[src/rtl/counter_window_arbiter.sv]
// -----------------------------------------------------------------------------
// counter_window_arbiter
//
// Shares one external up-counter between two requesters. Each requester asks
// for a counting window of a given length. Windows are granted round-robin.
// The counter's enable is driven for exactly that many cycles, and the measured
// count is returned. The count is the modular difference of two counter
// snapshots, so the counter is never cleared by this block.
//
// Ports
//   clk         in   1      rising-edge clock
//   reset       in   1      asynchronous, active-low reset
//   req         in   2      per-requester window request (level, sampled in IDLE)
//   len0/len1   in   LEN_W  window length per requester (sampled in GRANT)
//   gnt         out  2      one-hot grant pulse
//   done        out  2      one-hot completion pulse
//   cnt_o       out  WIDTH  measured count, valid while done != 0, else 0
//   busy        out  1      high in every state except IDLE
//   cnt_ena     out  1      counter enable
//   cnt_result  in   WIDTH  counter value
//
// state | meaning
// ------+--------------------------------------------------------------
// IDLE  | wait for a request, pick the round-robin winner
// GRANT | pulse gnt, latch window length and the start snapshot
// RUN   | counter enabled, one cycle per remaining window count
// WAIT  | counter disabled and settling, compute the modular difference
// DONE  | pulse done with the measured count, update round-robin marker
// -----------------------------------------------------------------------------
module counter_window_arbiter #(
    parameter int WIDTH = 8,
    parameter int LEN_W = 8
) (
    input  logic             clk,
    input  logic             reset,
    input  logic [1:0]       req,
    input  logic [LEN_W-1:0] len0,
    input  logic [LEN_W-1:0] len1,
    output logic [1:0]       gnt,
    output logic [1:0]       done,
    output logic [WIDTH-1:0] cnt_o,
    output logic             busy,
    output logic             cnt_ena,
    input  logic [WIDTH-1:0] cnt_result
);

    typedef enum logic [2:0] {
        S_IDLE  = 3'd0,
        S_GRANT = 3'd1,
        S_RUN   = 3'd2,
        S_WAIT  = 3'd3,
        S_DONE  = 3'd4
    } state_t;

    state_t           r_state;
    logic             r_owner;
    logic             r_last;
    logic [LEN_W-1:0] r_remain;
    logic [WIDTH-1:0] r_start;
    logic [1:0]       r_gnt;
    logic [1:0]       r_done;
    logic [WIDTH-1:0] r_cnt_o;
    logic             r_busy;
    logic             r_cnt_ena;

    logic             w_winner;
    logic [LEN_W-1:0] w_len_owner;
    logic [WIDTH-1:0] w_diff;
    logic [1:0]       w_owner_oh;

    // On a tie the requester not served last wins.
    assign w_winner    = (req == 2'b11) ? ~r_last : req[1];
    assign w_len_owner = r_owner ? len1 : len0;
    // Modular subtraction absorbs counter wrap-around.
    assign w_diff      = cnt_result - r_start;
    assign w_owner_oh  = r_owner ? 2'b10 : 2'b01;

    always_ff @(posedge clk or negedge reset) begin
        if (!reset) begin
            r_state   <= S_IDLE;
            r_owner   <= 1'b0;
            r_last    <= 1'b1;
            r_remain  <= '0;
            r_start   <= '0;
            r_gnt     <= 2'b00;
            r_done    <= 2'b00;
            r_cnt_o   <= '0;
            r_busy    <= 1'b0;
            r_cnt_ena <= 1'b0;
        end else begin
            case (r_state)
                S_IDLE: begin
                    if (req != 2'b00) begin
                        r_owner <= w_winner;
                        r_gnt   <= w_winner ? 2'b10 : 2'b01;
                        r_busy  <= 1'b1;
                        r_state <= S_GRANT;
                    end
                end
                S_GRANT: begin
                    r_gnt    <= 2'b00;
                    r_remain <= w_len_owner;
                    // Counter is idle here, so its value is a stable snapshot.
                    r_start  <= cnt_result;
                    if (w_len_owner != '0) begin
                        r_cnt_ena <= 1'b1;
                        r_state   <= S_RUN;
                    end else begin
                        r_state <= S_WAIT;
                    end
                end
                S_RUN: begin
                    r_remain <= r_remain - LEN_W'(1);
                    if (r_remain == LEN_W'(1)) begin
                        r_cnt_ena <= 1'b0;
                        r_state   <= S_WAIT;
                    end
                end
                S_WAIT: begin
                    // r_cnt_o doubles as the diff register; it is only
                    // visible during DONE and cleared on the way out.
                    r_cnt_o <= w_diff;
                    r_done  <= w_owner_oh;
                    r_state <= S_DONE;
                end
                S_DONE: begin
                    r_done  <= 2'b00;
                    r_cnt_o <= '0;
                    r_last  <= r_owner;
                    r_busy  <= 1'b0;
                    r_state <= S_IDLE;
                end
                default: begin
                    r_gnt     <= 2'b00;
                    r_done    <= 2'b00;
                    r_cnt_o   <= '0;
                    r_busy    <= 1'b0;
                    r_cnt_ena <= 1'b0;
                    r_state   <= S_IDLE;
                end
            endcase
        end
    end

    assign gnt     = r_gnt;
    assign done    = r_done;
    assign cnt_o   = r_cnt_o;
    assign busy    = r_busy;
    assign cnt_ena = r_cnt_ena;

endmodule

[config.mk]
export PLATFORM = sky130hd
export DESIGN_NAME = counter_window_arbiter
export DESIGN_NICKNAME = d
export VERILOG_FILES = /design/src/rtl/counter_window_arbiter.sv
export SDC_FILE = /design/constraint.sdc
export NUM_CORES = 1
export LEC_CHECK = 0
export BUFFER_PORTS_ARGS = -buffer_cell sky130_fd_sc_hd__buf_2
export CAP_MARGIN = 20
export CELL_PAD_IN_SITES_DETAIL_PLACEMENT = 1
export CELL_PAD_IN_SITES_GLOBAL_PLACEMENT = 2
export CORE_MARGIN = 3
export CORE_UTILIZATION = 35
export DETAILED_ROUTE_END_ITERATION = 6
export PLACE_DENSITY = 0.92
export SLEW_MARGIN = 15
export SYNTH_ARGS = -nofsm -noshare
export SYNTH_HDL_FRONTEND = slang
export SYNTH_SLANG_ARGS = --single-unit
[constraint.sdc]
create_clock -name clk -period 2.9 [get_ports clk]
set_input_delay 0.435 -clock clk [delete_from_list [all_inputs] [get_ports clk]]
set_output_delay 0.435 -clock clk [all_outputs]
set_load 0.005 [all_outputs]
; Word level (Yosys, flattened, before mapping)
; Cells that the tools add are included.
[totals]
ram_bits = 0
romBits = 0
n_memories = 0
in_bits = 28
regBits = 35
output_inout_bits = 14
latchBits = 0
[op_classes]
n_eq_ne = 9
shift = 0
n_mux = 18
multipliers = 0
bitwise_logic = 4
n_addsub = 2
n_lt_le_gt_ge = 0
n_reduce_logical = 13
div_mod_pow = 0
[ops]
columns = cell, count
row1 = $pmux W8 S2, 2
row2 = $pmux W3 S4, 1
row3 = $reduce_or A3 Y1, 4
row4 = $eq A8 B1 Y1 const B, 1
row5 = $mux W8, 1
row6 = $pmux W2 S2, 2
row7 = $reduce_and A2 Y1, 4
row8 = $reduce_bool A8 Y1, 1
row9 = $sub A8 B1 Y8 const B, 1
row10 = $sub A8 B8 Y8, 1
row11 = $eq A3 B2 Y1 const B, 2
row12 = $mux W2, 3
row13 = $mux W3, 2
row14 = $ne A2 B2 Y1 const B, 3
row15 = $mux W1, 5
row16 = $not A1 Y1, 4
row17 = $reduce_bool A2 Y1, 2
row18 = $eq A3 B1 Y1 const B, 1
row19 = $eq A3 B3 Y1 const B, 1
row20 = $logic_not A3 Y1, 1
row21 = $pmux W1 S3, 1
row22 = $reduce_and A3 Y1, 1
row23 = $eq A2 B2 Y1 const B, 1
row24 = $pmux W1 S2, 1

; Longest topological paths before layout
[logic_depth]
depth_word = 5
ltp_mapped = 9

; Least setup slack after synthesis
; OpenSTA, ideal clock, no wires.
[synth_timing]
path_kind = input -> register
start = input cnt_result[0]
end = register r_cnt_o[6], in the netlist cnt_o[6]
slack_ns = 1.022
setup_time_ns = 0.130
path_buffers = 0
t_arrival_ns = 1.748
path_stages = 9
cell_sequence = inv_1 ha_1 inv_1 fa_1 a21o_1 a211oi_1 o21bai_1 xnor2_1 o21ai_0
[synth_via]
elab_chain_len = 2
[synth_rtl]
columns = element, line
row1 = from (decl), 44  ; input logic [WIDTH-1:0] cnt_result
row2 = $sub A8 B8 Y8, 75  ; assign w_diff = cnt_result - r_start;
row3 = $pmux W8 S2, 91  ; case (r_state)
row4 = to (signal assigned), 122  ; r_cnt_o <= w_diff;
row5 = to (decl), 62  ; logic [WIDTH-1:0] r_cnt_o;
; No other way between the ends.
; A chain may end at the register's enable or synchronous reset.

; Final worst setup path
[layout_timing]
start = register r_state[1]
end = register r_remain[5]
[layout_via]
elab_chain_len = 2
word_cells_on_any_way = 4
classes_between = 2 x eq/ne / 1 x mux / 1 x reduce/logical
[layout_rtl]
columns = element, line
row1 = from (decl), 55  ; state_t r_state;
row2 = from (signal assigned), 80  ; r_state <= S_IDLE;
row3 = from (signal assigned), 97  ; r_state <= S_GRANT;
row4 = from (signal assigned), 107  ; r_state <= S_RUN;
row5 = $eq A3 B2 Y1 / $eq A3 B1 Y1 (equally long branches), 91
row6 = $pmux W8 S2 / $reduce_bool A2 Y1 (equally long branches), --
row7 = to (signal assigned), 102  ; r_remain <= w_len_owner;
row8 = to (signal assigned), 113  ; r_remain <= r_remain - LEN_W'(1);
row9 = to (decl), 58  ; logic [LEN_W-1:0] r_remain;
; Several ways; a longest one is shown, not always the timed one.

==> impl_metrics.json <==
{
  "synth_cell_types": 44,
  "area_delta_synth_final_pct": 19.6,
  "drv_slew": 0,
  "setup_tns_ps": 0,
  "finalHoldViolations": 0,
  "ios": 42,
  "dieWidth_um": 80.3,
  "drtPass1Iterations": 4,
  "synth_top_area_cell": "dfrtp_1",
  "synth.yosys.seq_area_share": 0.454,
  "synthFlopType": "dfrtp_1",
  "ys_warn_count": 0,
  "synth_top_area_frac": 0.441,
  "synthesis.area_um2": 1930,
  "fin_hold_ws_ps": 215,
  "nFillCells": 640,
  "cp_top_family": "simple AND/OR/NAND/NOR gates",
  "cp_slowest_cell": "dfrtp_1",
  "antenna_found_initial": 0,
  "cts_sinks": 35,
  "leakage_nw": 1.09,
  "m1WireLength_um": 2200,
  "finish.instance_area_um2": 2310,
  "crit_type": "reg2reg",
  "post_cts_buffers": 0,
  "cp.required_ps": 3060,
  "status": "finished clean",
  "peakVddDrop_v": 0.000390,
  "fp.dieArea_um2": 6440,
  "drc_errors": 0,
  "grtUsageTotal": 0.154,
  "row_count": 26,
  "wl_met2_um": 2250,
  "crit_buf_inv": 0,
  "grt_pass1_wl_um": 7670,
  "synth-seq-cells": 35,
  "cts_hold_buf": 0,
  "rsz0062_at_grt": "false",
  "cts.clk_slew.worst_paths_ps": 80,
  "antenna_left": 0,
  "setup_viol": 0,
  "fp.coreArea_um2": 5200,
  "slowest_delay_ps": 590,
  "synthTopCellsByArea": "dfrtp_1 44%, ha_1 6.5%, nand2_1 5.6%, o21ai_0 5.2%, mux2i_1 3.6%",
  "fin_crit_sh": 0.657,
  "path_cells": "nor3b_4 > nand3_1 > or4_1 > a31oi_1 > o21ai_1",
  "cts_resized": 0,
  "place_area_um2": 2200,
  "vias": 1623,
  "crit_path_start_kind": "flop",
  "endpoint_kind": "flop",
  "diodes": 0,
  "syn_avg_cell_area_um2": 9.60,
  "maxCapViolCount": 0,
  "num-nets-final": 283,
  "skew_ps": 9.45,
  "cts_max_level": 2,
  "p_per_area_nw_per_um2": 1090,
  "grt_overflow": 0,
  "ff_latch_area_um2": 877,
  "fmax_mhz": 525,
  "dpl.hpwl_um": 3580,
  "r2r_slack_ps": 990,
  "gp_congestion": 0.801,
  "portBuffers": 41,
  "viasPerCell": 5.15,
  "arrival_ps": 2070,
  "grt_pass1_vias": 1615,
  "synthArstFlopShare": 1.00,
  "met3_length_um": 130,
  "dp_cells": 307,
  "reg2reg_from": "r_state[1]",
  "drt_iter0_markers": 54,
  "dr.max_layer_used": "met4",
  "clkLatencyLatePin_ps": 290,
  "multi_input_area_um2": 967,
  "tritoncts": "yes",
  "yosysMostFrequentCell": "dfrtp_1",
  "tightest_slew_ps": 769,
  "syn_nets": 240,
  "period_needed_ps": 1910,
  "cts_buffers": 5,
  "dieHeight_um": 80.3,
  "hp-class": "in2async",
  "start_util": 0.371,
  "synth_common_cells": "34 x dfrtp_1, 29 x nand2_1, 20 x o21ai_0",
  "relSlewSlack": 0.487,
  "drt-total-wl_um": 4620,
  "synth_edf_count": 0,
  "synth_cells": 201,
  "drive_above_1_share": 0.237,
  "grt_max_degree": 36,
  "crit_cells": 5,
  "clk_path_buf_depth": 2,
  "reg2regPathDepth": 5,
  "instances_no_fill": 315,
  "avgRoutedWirePerCell_um": 14.7,
  "cp_max_fo": 13,
  "cts-root-buf": "clkbuf_8",
  "r2r-end": "r_remain[5]"
}
worst max-delay path by stage:
stage | startpoint | end | slack, ps
finish | r_state[1] | r_remain[5] | 990
global route | r_state[2] | r_state[0] | 750
CTS | r_state[1] | r_remain[5] | 970
detailed placement | cnt_result[0] | cnt_o[6] | 790
global placement | cnt_result[0] | cnt_o[6] | 850
floorplan | cnt_result[0] | cnt_o[6] | 1020
state kept, by name (all words and copies together), names as in the netlist:
register,count
cnt_o,8
r_remain,8
r_start,8
r_state,3
done,2
gnt,2
busy,1
cnt_ena,1
r_last,1
r_owner,1
kinds of logic (layout without fill, tap and decap cells):
logic type | count (synthesis) | in the layout | synth area share
mux | 9 | 9 | 0.0480
compound gates | 57 | 57 | 0.185
fa+ha+maj | 11 | 11 | 0.0752
xor+xnor | 7 | 7 | 0.0318
buf+inv | 20 | 64 | 0.0447
simple gates | 62 | 62 | 0.161
flops | 35 | 35 | 0.454
power by group:
| part | internal, mW | leakage [nW] | switching, mW |
|---|---|---|---|
| registers | 0.718 | 0.434 | 0.233 |
| clock network | 0.256 | 0.0581 | 0.182 |
| logic | 0.512 | 0.600 | 0.620 |
| total | 1.49 | 1.09 | 1.04 |
metal layers:
| metal | up-vias | GRT usage |
|---|---|---|
| met4 | 0 | 0.0456 |
| met2 | 19 | 0.243 |
| met5 | - | 0 |
| li1 | 810 | - |
| met1 | 792 | 0.209 |
| met3 | 2 | 0.0336 |
cells in the final DEF (no fill, tap or decap), drive strengths merged, types with 3 or more instances in the layout:
cell     n
a31oi    4
xor2     3
a21o     3
clkbuf   5
buf     42
o22ai    3
or4      3
nor3     5
dfrtp   34
xnor2    4
ha      10
nor4     4
inv     14
nor2    11
nand2   29
o21ai   22
mux2i    7
a21oi    8
per-stage QoR:
| stage | power (mW) | worst slack (ps) | utilization |
|---|---|---|---|
| after floorplan | 1.75 | 1020 | - |
| after global placement | 2.05 | 849 | 0.422 |
| after detailed placement | 2.10 | 785 | 0.422 |
| after CTS | 2.55 | 968 | 0.444 |
| after global routing | 2.76 | 751 | 0.444 |
| final | 2.52 | 994 | 0.444 |
layout make-up:
cell class | instances | area share
clock buffers | 5 | 0.0298
clock inverters | 3 | 0.0190
inverters | 14 | 0.0228
multi-input cells | 146 | 0.419
flip-flops and latches | 35 | 0.380
well taps | 70 | 0.0379
repair buffers | 42 | 0.0921
Note: power is estimated with default switching activity, not from simulation.
